## src/rtl/select8_pkg.sv

```systemverilog
// Shared widths, block-count helper and sum type for the select8 carry-select adder.
package select8_pkg;
  localparam int WIDTH_DEF   = 8;
  localparam int BLOCK_W_DEF = 4;

  typedef logic [WIDTH_DEF-1:0] sum_t;

  function automatic int num_blocks(input int width, input int block_w);
    return width / block_w;
  endfunction
endpackage

```

## src/rtl/select8_if.sv

```systemverilog
// Operand/result bundle for select8_adder: producer drives master, adder is slave.
interface select8_if import select8_pkg::*; #(
  parameter int WIDTH = WIDTH_DEF
);
  logic [WIDTH-1:0] A;
  logic [WIDTH-1:0] B;
  logic             Cin;
  logic             in_valid;
  logic [WIDTH-1:0] S;
  logic             Cout;
  logic             out_valid;

  modport master (output A, B, Cin, in_valid, input  S, Cout, out_valid);
  modport slave  (input  A, B, Cin, in_valid, output S, Cout, out_valid);
endinterface

```

## src/rtl/select8_ripple_block.sv

```systemverilog
// BLOCK_W-bit ripple-carry adder built from explicit full-adder cells.
module select8_ripple_block import select8_pkg::*; #(
  parameter int BLOCK_W = BLOCK_W_DEF
) (
  input  logic [BLOCK_W-1:0] a,
  input  logic [BLOCK_W-1:0] b,
  input  logic               ci,
  output logic [BLOCK_W-1:0] s,
  output logic               co
);
  logic [BLOCK_W:0] c;

  assign c[0] = ci;

  for (genvar i = 0; i < BLOCK_W; i++) begin : g_fa
    assign s[i]   = a[i] ^ b[i] ^ c[i];
    assign c[i+1] = (a[i] & b[i]) | (c[i] & (a[i] ^ b[i]));
  end

  assign co = c[BLOCK_W];
endmodule

```

## src/rtl/select8_adder.sv

```systemverilog
// Carry-select adder with a 1-cycle registered output stage.
// Define SELECT8_BYPASS_REG_EN to drop the output register (combinational, clk/rst unused).
module select8_adder import select8_pkg::*; #(
  parameter int WIDTH   = WIDTH_DEF,
  parameter int BLOCK_W = BLOCK_W_DEF
) (
  input  logic     clk,
  input  logic     rst,
  select8_if.slave bus
);
  localparam int NB = num_blocks(WIDTH, BLOCK_W);

  logic [NB:0]                 blk_c;
  logic [NB-1:0][BLOCK_W-1:0]  sum_c;
  logic [WIDTH-1:0]            sum_d;
  logic                        cout_d;

  assign blk_c[0] = bus.Cin;

  select8_ripple_block #(.BLOCK_W(BLOCK_W)) u_blk0 (
    .a  (bus.A[BLOCK_W-1:0]),
    .b  (bus.B[BLOCK_W-1:0]),
    .ci (blk_c[0]),
    .s  (sum_c[0]),
    .co (blk_c[1])
  );

  // Upper blocks: both carry-in hypotheses computed in parallel, picked by the lower block's carry.
  for (genvar k = 1; k < NB; k++) begin : g_sel
    logic [BLOCK_W-1:0] s0, s1;
    logic               c0, c1;

    select8_ripple_block #(.BLOCK_W(BLOCK_W)) u_ci0 (
      .a  (bus.A[k*BLOCK_W +: BLOCK_W]),
      .b  (bus.B[k*BLOCK_W +: BLOCK_W]),
      .ci (1'b0),
      .s  (s0),
      .co (c0)
    );

    select8_ripple_block #(.BLOCK_W(BLOCK_W)) u_ci1 (
      .a  (bus.A[k*BLOCK_W +: BLOCK_W]),
      .b  (bus.B[k*BLOCK_W +: BLOCK_W]),
      .ci (1'b1),
      .s  (s1),
      .co (c1)
    );

    assign sum_c[k]   = blk_c[k] ? s1 : s0;
    assign blk_c[k+1] = blk_c[k] ? c1 : c0;
  end

  assign sum_d  = sum_c;
  assign cout_d = blk_c[NB];

`ifdef SELECT8_BYPASS_REG_EN
  logic unused_clk_rst;
  assign unused_clk_rst = clk ^ rst;

  assign bus.S         = sum_d;
  assign bus.Cout      = cout_d;
  assign bus.out_valid = bus.in_valid;
`else
  logic [WIDTH-1:0] s_q;
  logic             cout_q;
  logic             vld_q;

  // Data registers load every cycle; only the valid bit qualifies them.
  always_ff @(posedge clk) begin
    if (rst) begin
      s_q    <= '0;
      cout_q <= 1'b0;
      vld_q  <= 1'b0;
    end else begin
      s_q    <= sum_d;
      cout_q <= cout_d;
      vld_q  <= bus.in_valid;
    end
  end

  assign bus.S         = s_q;
  assign bus.Cout      = cout_q;
  assign bus.out_valid = vld_q;
`endif
endmodule

```

## src/flat_wrapper.sv

```systemverilog
// flat-port wrapper written by rule: the top's interface ports become plain ports
module select8_adder_flat import select8_pkg::*;
#(
  parameter int WIDTH   = WIDTH_DEF,
  parameter int BLOCK_W = BLOCK_W_DEF
)
  (clk, rst, bus_A, bus_B, bus_Cin, bus_in_valid, bus_S, bus_Cout, bus_out_valid);
  select8_if #(.WIDTH(WIDTH)) bus_i ();
  input  logic clk;
  input  logic rst;
  input wire logic [$bits(bus_i.A)-1:0] bus_A;
  input wire logic [$bits(bus_i.B)-1:0] bus_B;
  input wire logic [$bits(bus_i.Cin)-1:0] bus_Cin;
  input wire logic [$bits(bus_i.in_valid)-1:0] bus_in_valid;
  output wire logic [$bits(bus_i.S)-1:0] bus_S;
  output wire logic [$bits(bus_i.Cout)-1:0] bus_Cout;
  output wire logic [$bits(bus_i.out_valid)-1:0] bus_out_valid;
  assign bus_i.A = bus_A;
  assign bus_i.B = bus_B;
  assign bus_i.Cin = bus_Cin;
  assign bus_i.in_valid = bus_in_valid;
  assign bus_S = bus_i.S;
  assign bus_Cout = bus_i.Cout;
  assign bus_out_valid = bus_i.out_valid;
  select8_adder #(.WIDTH(WIDTH), .BLOCK_W(BLOCK_W)) u_core (.clk(clk), .rst(rst), .bus(bus_i));
endmodule
```

## config.mk

```make
export PLATFORM = sky130hd
export DESIGN_NAME = select8_adder_flat
export DESIGN_NICKNAME = d
export VERILOG_FILES = /design/src/rtl/select8_pkg.sv /design/src/rtl/select8_if.sv /design/src/rtl/select8_ripple_block.sv /design/src/rtl/select8_adder.sv /design/src/flat_wrapper.sv
export SDC_FILE = /design/constraint.sdc
export NUM_CORES = 1
export LEC_CHECK = 0
export CORE_UTILIZATION = 37
export CTS_CLUSTER_DIAMETER = 120
export DETAILED_ROUTE_END_ITERATION = 16
export PLACE_DENSITY = 0.8
export SLEW_MARGIN = 20
export SYNTH_ARGS = -nofsm -noshare
export SYNTH_HDL_FRONTEND = slang
export SYNTH_SLANG_ARGS = --single-unit
```

## constraint.sdc

```tcl
create_clock -name clk -period 4.5 [get_ports clk]
set_input_delay 0.45 -clock clk [delete_from_list [all_inputs] [get_ports clk]]
set_output_delay 0.45 -clock clk [all_outputs]
set_load 0.1 [all_outputs]
```

# After elaboration in Yosys (flattened, before gate mapping)
# Cells that the tools add are included.
[totals]
mem_bits_ro = 0
ram_bits = 0
regBits = 10
in_bits = 20
mem_count = 0
latchBits = 0
[op_classes]
n_eq_ne = 0
n_div = 0
n_addsub = 0
bitwise_logic = 48
magnitude_cmp = 0
muxes = 2
shifts = 0
mul = 0
reduce_logical = 0
[op_table]
columns = ["op", "count"]
rows = [
  ["1-bit bitwise AND", 18],
  ["1-bit bitwise XOR", 18],
  ["1-bit bitwise OR", 11],
  ["4-bit 2-to-1 mux", 1],
  ["1-bit 2-to-1 mux", 1],
  ["1-bit inverter", 1],
]

# Logic depth before layout (Yosys ltp)
[depth]
word_depth = 10
mapped_depth = 13

# Hierarchy
# From an unflattened synthesis, not the netlist that was laid out.
[hier_totals]
cells_unflattened = 71
area_unflattened_um2 = 676.9
[modules_own_cells]
columns = ["module", "n_inst", "area_per_inst_um2", "cells_each", "seq_area_each_um2"]
rows = [
  ["select8_ripple_block", 3, 117.6, 14, 0.0],
  ["select8_adder", 1, 324.1, 29, 200.2],
]

# Worst setup path after synthesis
# Ideal clock, no wire load.
[synth_path]
path_type = "input to register"
start = "input bus_Cin"
end = "register u_core.s_q[7] (netlist: u_core.bus.S[7])"
required_time_ns = 4.436
t_arrival_ns = 3.177
cell_stages = 13
path_buffers = 0
slack_ns = 1.259
path_cell_list = "fa_1 > fa_1 > fa_1 > inv_1 > fa_1 > nor2_1 > a21oi_1 > fa_1 > inv_1 > fa_1 > inv_1 > fa_1 > nor2_1"
[synth_via]
elab_chain_len = 9
[synth_lines]
columns = ["item", "line_no", "source"]
rows = [
  ["start: declaration", "flat_wrapper.sv:13", "input wire logic [$bits(bus_i.Cin)-1:0] bus_Cin;"],
  ["1-bit bitwise AND", "select8_ripple_block.sv:17", "assign c[i+1] = (a[i] & b[i]) | (c[i] & (a[i] ^ b[i]));"],
  ["1-bit bitwise OR", "select8_ripple_block.sv:17", ""],
  ["1-bit bitwise AND", "select8_ripple_block.sv:17", ""],
  ["1-bit bitwise OR", "select8_ripple_block.sv:17", ""],
  ["1-bit bitwise AND", "select8_ripple_block.sv:17", ""],
  ["1-bit bitwise OR", "select8_ripple_block.sv:17", ""],
  ["1-bit bitwise AND", "select8_ripple_block.sv:17", ""],
  ["1-bit bitwise OR", "select8_ripple_block.sv:17", ""],
  ["4-bit 2-to-1 mux", "select8_adder.sv:49", "assign sum_c[k] = blk_c[k] ? s1 : s0;"],
  ["end signal: assignment", "select8_adder.sv:75", "s_q <= sum_d;"],
  ["end: declaration", "select8_adder.sv:64", "logic [WIDTH-1:0] s_q;"],
]
# No other way between the ends.
# A chain may end at the register's enable or synchronous reset.

# Final worst setup path
# Same ends and word-level chain as after synthesis.

==> results.json <==
{
  "routed_wl_um": 816,
  "synth_top_area_share_pct": 40.5,
  "critical_path_peak_fanout": 3,
  "cts-root-buf": "clkbuf_4",
  "outcome": "finished clean",
  "vias": 374,
  "finalSetupViolations": 0,
  "cts-hold-fix-buffers": 0,
  "totalPowerFinal_uw": 300,
  "numPortBuffers": 29,
  "avgViaCountPerCell": 4.20,
  "synth_cells": 44,
  "overflow": 0,
  "synth_flop_cell": "dfxtp_1",
  "synth_seq_cells": 10,
  "hold_violations": 0,
  "syn_area_per_cell_sq_um": 11.2,
  "h-tree-depth": 1,
  "post-cts-setup-buffers": 0,
  "gp_congestion": 0.618,
  "path_clk_slew_ns": 0.06,
  "path_class": "in -> reg",
  "fin_crit_sh_pct": 80.2,
  "post_cts_resized": 0,
  "crit_arrival_ns": 3.79,
  "synth_edf_count": 0,
  "grt_pass1_wl_um": 1280,
  "syn_nets": 73,
  "cts_tree": "done",
  "peakVddDrop_mv": 0.189,
  "synthArstFlopShare_pct": 0,
  "clock.fmax_ghz": 0.277,
  "postRouteAntennaNets": 0,
  "fin_setup_tns_ns": 0,
  "initial_core_util_pct": 42.2,
  "cap_violations": 0,
  "synth_area_sq_um": 494,
  "grt_pass1_vias": 306,
  "drc": 0,
  "cts_made_buffers": 3,
  "min_delay_path_depth": 2,
  "grt_usage_pct": 13.8,
  "endpoint": "u_core.bus.S[7]",
  "routedWlPerCell_um": 9.17,
  "diodes": 0,
  "rsz0062_at_grt": "no",
  "slew_headroom_pct": 34.7,
  "p_leak_nw": 0.367,
  "drv_slew": 0,
  "crit_start": "bus_Cin",
  "yosysUniqueCellTypes": 9,
  "crit_path_start_kind": "input pin",
  "synth_top_area_cell": "dfxtp_1",
  "crit_required_ns": 4.69,
  "synth_common_cells": "inv_1, dfxtp_1, fa_1, nor2_1, nor2b_2",
  "seq_area_frac_synth_pct": 40.5,
  "end_kind": "flip-flop",
  "cts_max_path_buffers": 2,
  "rows": 12,
  "drtIter0Drc": 8,
  "nets": 106,
  "synthTopCellsByArea": "dfxtp_1, fa_1, nor2b_2",
  "pwr_density_cell_nw_per_um2": 368,
  "hold_class": "in -> reg",
  "finalCoreUtilization_pct": 69.8,
  "grt_max_degree": 11,
  "yosysMostFrequentCell": "inv_1",
  "chipWidth_um": 38.5,
  "tightest_slew_ns": 0.977,
  "antenna_found_initial": 0,
  "core_area_sq_um": 1170,
  "die_h_um": 38.5,
  "ys_warn_count": 0,
  "cts_sinks": 10,
  "ios": 30,
  "period_needed_ns": 3.61,
  "drive_gt1_share_pct": 10.7,
  "syn_to_final_growth_pct": 65.3,
  "place.detailed.hpwl_um": 705,
  "dieArea_sq_um": 1490,
  "firstDrtPassIters": 2
}
## cell families (layout without fill, tap and decap cells)
kind of cell | Yosys count | count (layout) | synth area share [%]
DFF | 10 | 10 | 40.5
and+or+nand+nor | 11 | 11 | 13.4
buffers and inverters | 12 | 43 | 9.87
adders and majority gates | 9 | 9 | 33.4
AOI/OAI and AO/OA | 1 | 1 | 1.01
xor gates and xnor gates | 1 | 1 | 1.77
## flip-flops by register name (all words and copies together) (netlist names)
register	cells
u_core.bus.S	8
u_core.bus.Cout	1
u_core.bus.out_valid	1
## power breakdown
group | switching [mW] | internal (mW)
Clock | 0.0270 | 0.0307
Combinational | 0.0965 | 0.0446
Sequential | 0.00257 | 0.0989
## cell usage in the layout (no fill, tap or decap)
| master | n |
|---|---|
| xor2_1 | 1 |
| inv_1 | 11 |
| dfxtp_1 | 10 |
| a21oi_1 | 1 |
| nor2b_2 | 5 |
| fa_1 | 7 |
| ha_1 | 2 |
| clkdlybuf4s50_1 | 29 |
| nor2_1 | 6 |
| clkbuf_4 | 3 |
## layer usage
layer | vias up | share of wire (%) | GRT usage (%)
met5 | - | 0 | 0
met4 | 0 | 2.1 | 10.3
met3 | 2 | 11 | 5.81
met2 | 20 | 48 | 18.8
met1 | 166 | 39 | 17.0
li1 | 186 | - | -
## final cells by class
cell class                 instances  area, sq um
inverter                          11         41.3
clock buffer                       3         22.5
sequential                        10          200
fill                              94          354
multi-input combinational         22          245
timing repair buffer              29          290
tap                               14         17.5
## metrics by stage
stage,hold WS (ns),cells,instance area [sq um],setup slack [ns]
global placement,1.04,86,795,0.669
global route,0.779,89,817,0.767
CTS,0.773,89,817,0.882
finish,0.774,89,817,0.893
detailed placement,1.04,86,795,0.625
floorplan,0.579,44,494,1.26
## critical path: stages
cell             delay [ns]
clkdlybuf4s50_1        0.43
fa_1                   0.45
fa_1                   0.39
fa_1                   0.36
inv_1                  0.07
fa_1                   0.22
nor2_1                 0.06
a21oi_1                0.16
fa_1                   0.19
inv_1                  0.05
fa_1                   0.36
inv_1                  0.09
fa_1                   0.41
nor2_1                 0.10
## worst min path at each step
stage | start | slack [ns] | to
finish | bus_in_valid | 0.77 | u_core.bus.out_valid
global route | bus_in_valid | 0.78 | u_core.bus.out_valid
CTS | bus_in_valid | 0.77 | u_core.bus.out_valid
detailed placement | bus_in_valid | 1.04 | u_core.bus.out_valid
global placement | bus_in_valid | 1.04 | u_core.bus.out_valid
floorplan | bus_in_valid | 0.58 | u_core.bus.out_valid
Power figures use the tool's default switching activity.
